### config.mk
export PLATFORM = sky130hd
export DESIGN_NAME = bcd_scan_driver
export DESIGN_NICKNAME = d
export VERILOG_FILES = /design/src/rtl/bcd_scan_driver.sv
export SDC_FILE = /design/constraint.sdc
export NUM_CORES = 1
export LEC_CHECK = 0
export CAP_MARGIN = 0
export CORE_ASPECT_RATIO = 0.75
export CORE_MARGIN = 5
export CORE_UTILIZATION = 49
export CTS_BUF_LIST = sky130_fd_sc_hd__clkbuf_16
export DETAILED_ROUTE_END_ITERATION = 10
export HOLD_SLACK_MARGIN = 0.02
export PLACE_DENSITY_LB_ADDON = 0.08
export SLEW_MARGIN = 20
export SYNTH_ARGS = -nofsm -noshare
export SYNTH_HDL_FRONTEND = slang
export SYNTH_SLANG_ARGS = --single-unit
### constraint.sdc
create_clock -name clk -period 1.76 [get_ports clk]
set_input_delay 0.264 -clock clk [delete_from_list [all_inputs] [get_ports clk]]
set_output_delay 0.264 -clock clk [all_outputs]
set_load 0.005 [all_outputs]
### src/rtl/bcd_scan_driver.sv
// Time-multiplexed 4-digit BCD scanner: guard cycle per digit, leading-zero blanking, frame-aligned display update.
// Outputs decode registered state only (no input-to-output path); no backpressure, a load is always accepted.
module bcd_scan_driver #(
  parameter int DWELL    = 1000,
  parameter int BLANK_LZ = 1
) (
  input  logic        clk,
  input  logic        rst_n,
  input  logic        load,
  input  logic [15:0] digits_in,
  output logic [3:0]  bcd_out,
  output logic [3:0]  digit_en_n,
  output logic        frame_done
);

  localparam int            CW       = (DWELL > 1) ? $clog2(DWELL) : 1;
  localparam logic [CW-1:0] CNT_LAST = CW'(DWELL - 1);

  logic [CW-1:0] cnt;
  logic [1:0]    idx;
  logic [15:0]   disp;
  logic [15:0]   shd;
  logic          pend;

  logic          cnt_last;
  logic [3:0]    nib;
  logic [3:0]    lz;
  logic          blank;

  assign cnt_last   = (cnt == CNT_LAST);
  assign frame_done = cnt_last && (idx == 2'd3);

  always_ff @(posedge clk or negedge rst_n) begin
    if (!rst_n) begin
      cnt  <= '0;
      idx  <= 2'd0;
      disp <= 16'h0000;
      shd  <= 16'h0000;
      pend <= 1'b0;
    end else begin
      if (cnt_last) begin
        cnt <= '0;
        idx <= idx + 2'd1;
      end else begin
        cnt <= cnt + CW'(1);
      end

      // disp only ever changes on the frame boundary, so one frame never mixes two values
      if (frame_done) begin
        if (load) begin
          disp <= digits_in;
          shd  <= digits_in;
          pend <= 1'b0;
        end else if (pend) begin
          disp <= shd;
          pend <= 1'b0;
        end
      end else if (load) begin
        shd  <= digits_in;
        pend <= 1'b1;
      end
    end
  end

  always_comb begin
    nib        = disp[{idx, 2'b00} +: 4];
    lz         = 4'b0000;
    lz[3]      = (disp[15:12] == 4'd0);
    lz[2]      = lz[3] && (disp[11:8] == 4'd0);
    lz[1]      = lz[2] && (disp[7:4] == 4'd0);
    blank      = (BLANK_LZ != 0) && lz[idx];
    bcd_out    = 4'hF;
    digit_en_n = 4'b1111;
    // cnt==0 keeps every digit dark while the segment lines settle to the next digit
    if (cnt != '0) begin
      digit_en_n = ~(4'b0001 << idx);
      if ((nib <= 4'd9) && !blank)
        bcd_out = nib;
    end
  end

endmodule
# == Yosys cells after proc, flatten, opt, wreduce, memory -nomap -nowiden ==
# Cells that the tools add are included.
# totals
reg_bits,45
# classes
add_sub_neg,2
n_lt_le_gt_ge,2
n_eq_ne,2
shifts,2
n_mux,10
bitwise,1
n_reduce_logical,12
# op_table
op,count
$mux 16,2
$shiftx 16x5->4,1
$logic_not 4->1,3
$mux 4,3
$add 10x1->10 const B,1
$eq 10x10->1 const B,1
$mux 10,1
$reduce_bool 10->1,1
$le 4x4->1 const B,1
$logic_and 1x1->1,4
$not 4->4,1
$reduce_bool 2->1,2
$shl 1x2->4 const A,1
$lt 2x3->1 const B,1
$mux 1,3
$add 2x1->2 const B,1
$bmux 1 s2,1
$eq 2x2->1 const B,1
$reduce_and 2->1,1
$logic_not 1->1,1

# == Longest topological paths before layout ==
# Gate-level depths: netlist (run 1).
# depth
word_depth,9
ltp_mapped,6
depth_no_buf,5

# == Least setup slack after synthesis (run 1) ==
# No wires, ideal clock.
# synth_path
kind,register -> output
startpoint,register idx[0]
endpoint,output bcd_out[0]
t_arrival_ns,1.571
required_time_ns,1.496
path_slack_ns,-0.075
stages_incl_launch_ff,5
n_path_buf,1
cell_sequence,dfrtp_1 buf_2 mux4_2 o21ai_0 or3b_1
# synth_via
elab_chain_cells,6
elab_cells_between_ends,8
# synth_rtl
element,line,source
from (decl),20,logic [1:0] idx;
from (signal assigned),43,idx <= idx + 2'd1;
"parallel branches: the longest is 4 deep, another holds $le 4x4->1",--,
$mux 4 (*),77,if ((nib <= 4'd9) && !blank)
$mux 4 (*),75,if (cnt != '0) begin
to (decl),11,"output logic [3:0] bcd_out,"
# Mark *: on every way between the ends. The select of a mux whose other input is x is not followed.

# == Worst setup path after layout (run 1) ==
# Ends and elaborated chain as after synthesis.

==> impl_metrics.csv, run 1 <==
group,metric,value,unit
logic_synthesis,synth-seq-cells,45,
clocking,cts_max_level,2,
clocking,clock-sinks,45,
logic_synthesis,synth_top_area_share,53.2,%
finish,synthToLayoutAreaGrowth,43.3,%
logic_synthesis,synthTopCellsByCount,"45 x dfrtp_1, 22 x mux2_2, 10 x mux2_4, 10 x nor2_1, 9 x nand2_1",
finish,multi_input_comb_area,0.00101,sq mm
detailed_routing,drc,0,
power,power.leakage,1.52,nW
global_route,grt_use_total,18.0,%
detailed_routing,routedWlPerCell,16.3,microns
logic_synthesis,yosysUniqueCellTypes,33,
timing,min_period,2.16,ns
timing,skew,0.00413,ns
logic_synthesis,syn_avg_cell_area,13.4,sq um
clocking,root_buffer,"clkbuf_16",
die,die_h,66.9,microns
global_route,grt_pass1_wl,7820,microns
clocking,cts_tree,"done",
critical_path,worst_setup_path_end_kind,"output pin",
timing,setup_viol,23,
logic_synthesis,synth_warnings,0,
finish,seq_area,0.00113,sq mm
die,coreArea,0.00410,sq mm
detailed_routing,first_pass_iters,4,
outcome,violations,"negative setup slack",
finish,num-nets-final,254,
worst_hold_path,hp-class,"input pin to async pin",
critical_path,path_max_fanout,5,
critical_path,cp.required,1.50,ns
finish,layout-drive-gt1-share,48.0,%
power,vdd.ir_drop.worst,531,uV
power,powerDensity,736,mW/mm^2
die,initial_core_util,51.6,%
run,max-cap-violations,0,
logic_synthesis,ys_top_cells_by_area,"dfrtp_1 53%, mux2_2 12%, mux2_4 7.1%",
clocking,clk_latency,0.28,ns
placed_design,gp_congestion,0.806,
critical_path,start_kind,"register",
timing,rsz0062_at_grt,"true",
critical_path,criticalPathCategory,"register to output pin",
clocking,clk_pin_slew,0.06,ns
outcome,status,"finished with violations",
critical_path,rrSetupSlack,-0.04,ns
timing,fin_crit_sh,123,%
power,total_power,2.23,mW
logic_synthesis,syn-cell-area,0.00212,sq mm
global_route,grt_max_degree,25,
placed_design,dp_hpwl,3340,microns
critical_path,worstPathArrival,1.89,ns
timing,worst_pin_slew,0.522,ns
placed_design,place_area,0.00272,sq mm
die,io_pins,28,
die,num_rows,20,
global_route,grt_pass1_vias,1594,
global_route,grt_antenna_before_repair,0,
detailed_routing,wl,4630,microns
placed_design,portBuffers,27,
logic_synthesis,seq_area_frac_synth,53.2,%
logic_synthesis,synth_most_common_cell,"dfrtp_1",
timing,fmax,0.464,GHz
detailed_routing,drt_iter0_drc,101,
timing,slew_headroom,65.2,%
timing,slew_viol_final,0,
timing,setup-tns-final,-2.10,ns
placed_design,dp_slack,-0.467,ns
logic_synthesis,synth_top_area_cell,"dfrtp_1",
finish,diodes,0,
global_route,grt-ovfl-total,0,
logic_synthesis,synth_async_sr_flop_share,100,%
logic_synthesis,syn_inst,158,
detailed_routing,ant_nets,0,
logic_synthesis,synthFlopType,"dfrtp_1",
logic_synthesis,syn-num-nets,183,
die,dieArea,0.00575,sq mm
clocking,cts_buffer_depth,2,
finish,final_area,0.00303,sq mm
logic_synthesis,synth_edf_count,0,
detailed_routing,viasPerCell,5.27,
timing,hold_viol,0,
timing,final.setup.worst_slack,-0.396,ns
clocking,cts_buffers,5,
detailed_routing,vias,1498,
finish,nFillCells,264,
die,chipWidth,85.9,microns
==> final timing paths <==
check,startpoint,endpoint,cells past startpoint
max reg2reg,cnt[0],disp[14],8
min in group clk,shd[13],shd[13],1
max,idx[0],bcd_out[0],4
max in group asynchronous,rst_n,shd[0],3
min,rst_n,pend,2
min reg2reg,shd[13],shd[13],1
==> logic make-up (layout without fill, tap and decap cells) <==
family,count (synthesis),in the layout,share of synthesized area [%]
AOI/OAI and AO/OA,11,11,3.19
xor gates and xnor gates,7,7,2.90
adders and majority gates,6,6,3.55
buffers and inverters,11,82,2.60
DFF,45,45,53.2
muxes,37,37,23.5
and+or+nand+nor,41,41,11.1
==> worst max-delay path, cell delays in order (launching register included) <==
cell,delay (ns)
dfrtp_2,0.42
mux4_2,0.55
o21ai_2,0.14
or3b_1,0.35
buf_2,0.14
==> layout by cell type (no fill, tap or decap), types with 2 or more instances in the layout <==
master           instances
buf_6                    9
o21ai_2                  2
mux4_2                   4
nor4_1                   3
and2_1                   2
nand4_1                  2
buf_2                    6
nand2_4                  2
buf_12                   4
nor2_1                  10
clkdlybuf4s50_1         17
dfrtp_1                 44
xnor2_1                  4
inv_1                    3
and3_1                   2
ha_1                     4
mux2_2                  16
mux2_4                  16
clkbuf_16                5
nand2_1                  6
buf_4                   34
a21oi_1                  3
a211o_1                  2
xor2_1                   3
==> where the power goes <==
group / internal, mW / leakage (nW) / switching [mW]
combinational: 0.0784 / 0.865 / 0.0546
clock: 0.658 / 0.0797 / 0.363
sequential: 1.07 / 0.571 / 0.00855
total: 1.81 / 1.52 / 0.426
==> repair_timing <==
item,CTS,global route
hold buffers,1,0
endpoints found under the hold margin,21,0
pin swaps,6,5
resized for setup,60,10
endpoints found under the setup margin,25,25
buffers inserted,7,3
==> stage by stage <==
step / hold slack [ns] / cells / utilization (%)
after floorplan: -0.0316 / 158 / -
after global placement: 0.255 / 268 / 66.4
after detailed placement: 0.274 / 268 / 66.4
after CTS: 0.501 / 283 / 73.0
after global routing: 0.516 / 284 / 73.9
final: 0.495 / 284 / 73.9
==> layer usage <==
metal | share of wire [%] | vias to the layer above | track usage [%]
li1 | - | 705 | -
met1 | 46 | 738 | 23.6
met2 | 47 | 45 | 29.2
met3 | 5.7 | 10 | 4.20
met4 | 1.5 | 0 | 6.32
met5 | 0 | - | 0
==> sequential cells by signal, indices dropped and copies added, names as in the netlist <==
signal  count
cnt        10
disp       16
pend        1
shd        16
idx         2
==> final cells by class <==
cell class / instances / area share (%)
Sequential cell: 45 / 37.2
Multi-Input combinational cell: 102 / 33.5
Timing Repair Buffer: 71 / 21.3
Clock buffer: 5 / 4.13
Tap cell: 55 / 2.27
Clock inverter: 2 / 1.16
Inverter: 4 / 0.495
(Power assumes the default switching activity.)
==> inputs of run 2 (changes only) <==
- CORE_UTILIZATION: 49 -> 51
- SKIP_LAST_GASP: default -> 1
- clock period: 1.76 -> 2.42 ns (I/O delays scaled with it)
==> impl_metrics.csv, run 2 (same netlist as run 1, synthesis figures left out) <==
group,metric,value,unit
outcome,status,"complete, no violations",
critical_path,worstPathArrival,2.04,ns
placed_design,place_inst,238,
placed_design,dp_hpwl,3080,microns
critical_path,slowest_stage,"mux4_2",
critical_path,worst_setup_path_end_kind,"output pin",
timing,min_period,2.40,ns
critical_path,rrSetupSlack,0.42,ns
placed_design,gp_congestion,0.824,
clocking,clk_latency,0.29,ns
detailed_routing,drc,0,
timing,worst_pin_slew,0.383,ns
power,p_switching,0.319,mW
power,clkPwrFrac,46.3,%
worst_hold_path,holdPathEnd,"cnt[0]",
detailed_routing,ant_nets,0,
clocking,clk_pin_slew,0.06,ns
finish,num-nets-final,221,
power,seqPwrFrac,48.2,%
global_route,grt-ovfl-total,0,
power,power.internal,1.31,mW
timing,hold_viol,0,
critical_path,cp_slowest_stage_delay,0.53,ns
global_route,grt_max_degree,29,
worst_hold_path,hold_depth,1,
timing,setup_viol,0,
die,coreArea,0.00403,sq mm
critical_path,start_kind,"register",
critical_path,path_cells,"mux4_2 > o21ai_1 > or3b_1 > dlygate4sd2_1",
worst_hold_path,hp-class,"register to register",
timing,slew_viol_final,0,
die,initial_core_util,52.5,%
detailed_routing,first_pass_iters,4,
clocking,clock-sinks,45,
critical_path,timing.rr.start,"cnt[0]",
power,powerDensity,611,mW/mm^2
finish,layout_commonest_cell,"dfrtp_1",
die,dieArea,0.00555,sq mm
global_route,grt_pass1_wl,7560,microns
clocking,cts_max_level,2,
die,chipWidth,84.4,microns
placed_design,portBuffers,27,
detailed_routing,routedWlPerCell,17.2,microns
power,power_frac_comb,5.6,%
clocking,root_buffer,"clkbuf_16",
die,io_pins,28,
detailed_routing,vias,1383,
global_route,grt_use_total,18.0,%
power,power.leakage,1.30,nW
critical_path,cp.required,2.06,ns
finish,synthToLayoutAreaGrowth,25.9,%
critical_path,path_max_fanout,5,
detailed_routing,drt_iter0_drc,95,
die,die_h,65.8,microns
critical_path,r2r-end,"disp[6]",
power,vdd.ir_drop.worst,403,uV
timing,fin_crit_sh,99.1,%
clocking,cts_buffer_depth,2,
finish,most-common-layout-cells,"44 x dfrtp_1, 22 x mux2_2, 22 x clkdlybuf4s50_1",
power,power.share.switching,19.6,%
die,num_rows,20,
timing,slew_headroom,74.5,%
critical_path,path_delay_family,"multiplexers",
clocking,cts_buffers,5,
timing,fmax,0.417,GHz
critical_path,criticalPathCategory,"register to output pin",
worst_hold_path,holdCritStartpoint,"cnt[0]",
finish,diodes,0,
global_route,grt_antenna_before_repair,0,
finish,final_cells,252,
finish,reg.largest.list,"disp: 16 flops, shd: 16 flops, cnt: 10 flops",
global_route,grt_pass1_vias,1475,
critical_path,reg2regPathDepth,6,
detailed_routing,wl,4340,microns
critical_path,critPathBufInv,1,
power,total_power,1.63,mW
timing,rsz0062_at_grt,"true",
clocking,cts_tree,"done",
run,max-cap-violations,0,
timing,skew,0.00415,ns
detailed_routing,viasPerCell,5.49,
finish,layout-drive-gt1-share,29.4,%
## run 2: worst max-delay path by stage
stage                     slack [ns]  cells past startpoint   start         end
after global routing           -0.03                      6  idx[0]  bcd_out[0]
after CTS                     -0.002                      4  idx[0]  bcd_out[0]
after global placement          0.07                      4  idx[0]  bcd_out[0]
after detailed placement        0.03                      4  idx[0]  bcd_out[0]
after floorplan                 0.49                      4  idx[0]  bcd_out[0]
final                           0.02                      4  idx[0]  bcd_out[0]
## run 2: layout make-up
| cell class | instances | area, sq um |
|---|---|---|
| clock buffers | 5 | 125 |
| clock inverters | 3 | 37.5 |
| fillers | 295 | 1360 |
| inverters | 4 | 15.0 |
| multi-input cells | 102 | 945 |
| flip-flops and latches | 45 | 1130 |
| well taps | 55 | 68.8 |
| repair buffers | 38 | 347 |
## run 2: power by group through the flow
stage / combinational [mW] / clock [mW] / sequential, mW
6_report: 0.0905 / 0.754 / 0.785
5_1_grt: 0.101 / 0.792 / 0.787
4_1_cts: 0.0936 / 0.761 / 0.786
3_5_place_dp: 0.0920 / 0 / 0.800
3_3_place_gp: 0.0873 / 0 / 0.798
2_1_floorplan: 0.0385 / 0 / 0.797
## run 2: repair_timing
item / CTS / global route
hold buffers: 1 / 0
endpoints found under the hold margin: 17 / 0
resized for setup: 6 / 4
pin swaps: 1 / 1
buffers inserted: 3 / 2
endpoints found under the setup margin: 4 / 6
## run 2: per-stage QoR
step                 TNS, ns  hold WS (ns)  setup slack, ns  instance area (sq um)  util (%)
global route         -0.0375         0.513          -0.0323                   2670      66.1
CTS                 -0.00247         0.491         -0.00247                   2640      65.5
floorplan                  0        0.0674            0.486                   2120         -
finish                     0         0.494           0.0208                   2670      66.1
global placement           0         0.299           0.0740                   2450      60.8
detailed placement         0         0.311           0.0276                   2450      60.8
## run 2: per-layer routing
layer	routed length, microns	part of all wire (%)	track usage (%)
met1	1930	45	22.4
met2	2020	47	29.0
met3	325	7.5	6.72
met4	61	1.4	6.13
met5	0	0	0
## run 2: worst reg2reg max path: stages, from the launching register on
cell      delay [ns]
dfrtp_1         0.39
ha_2            0.22
and4bb_1        0.21
and3_1          0.19
buf_4           0.19
nand3b_4        0.28
mux2_4          0.40
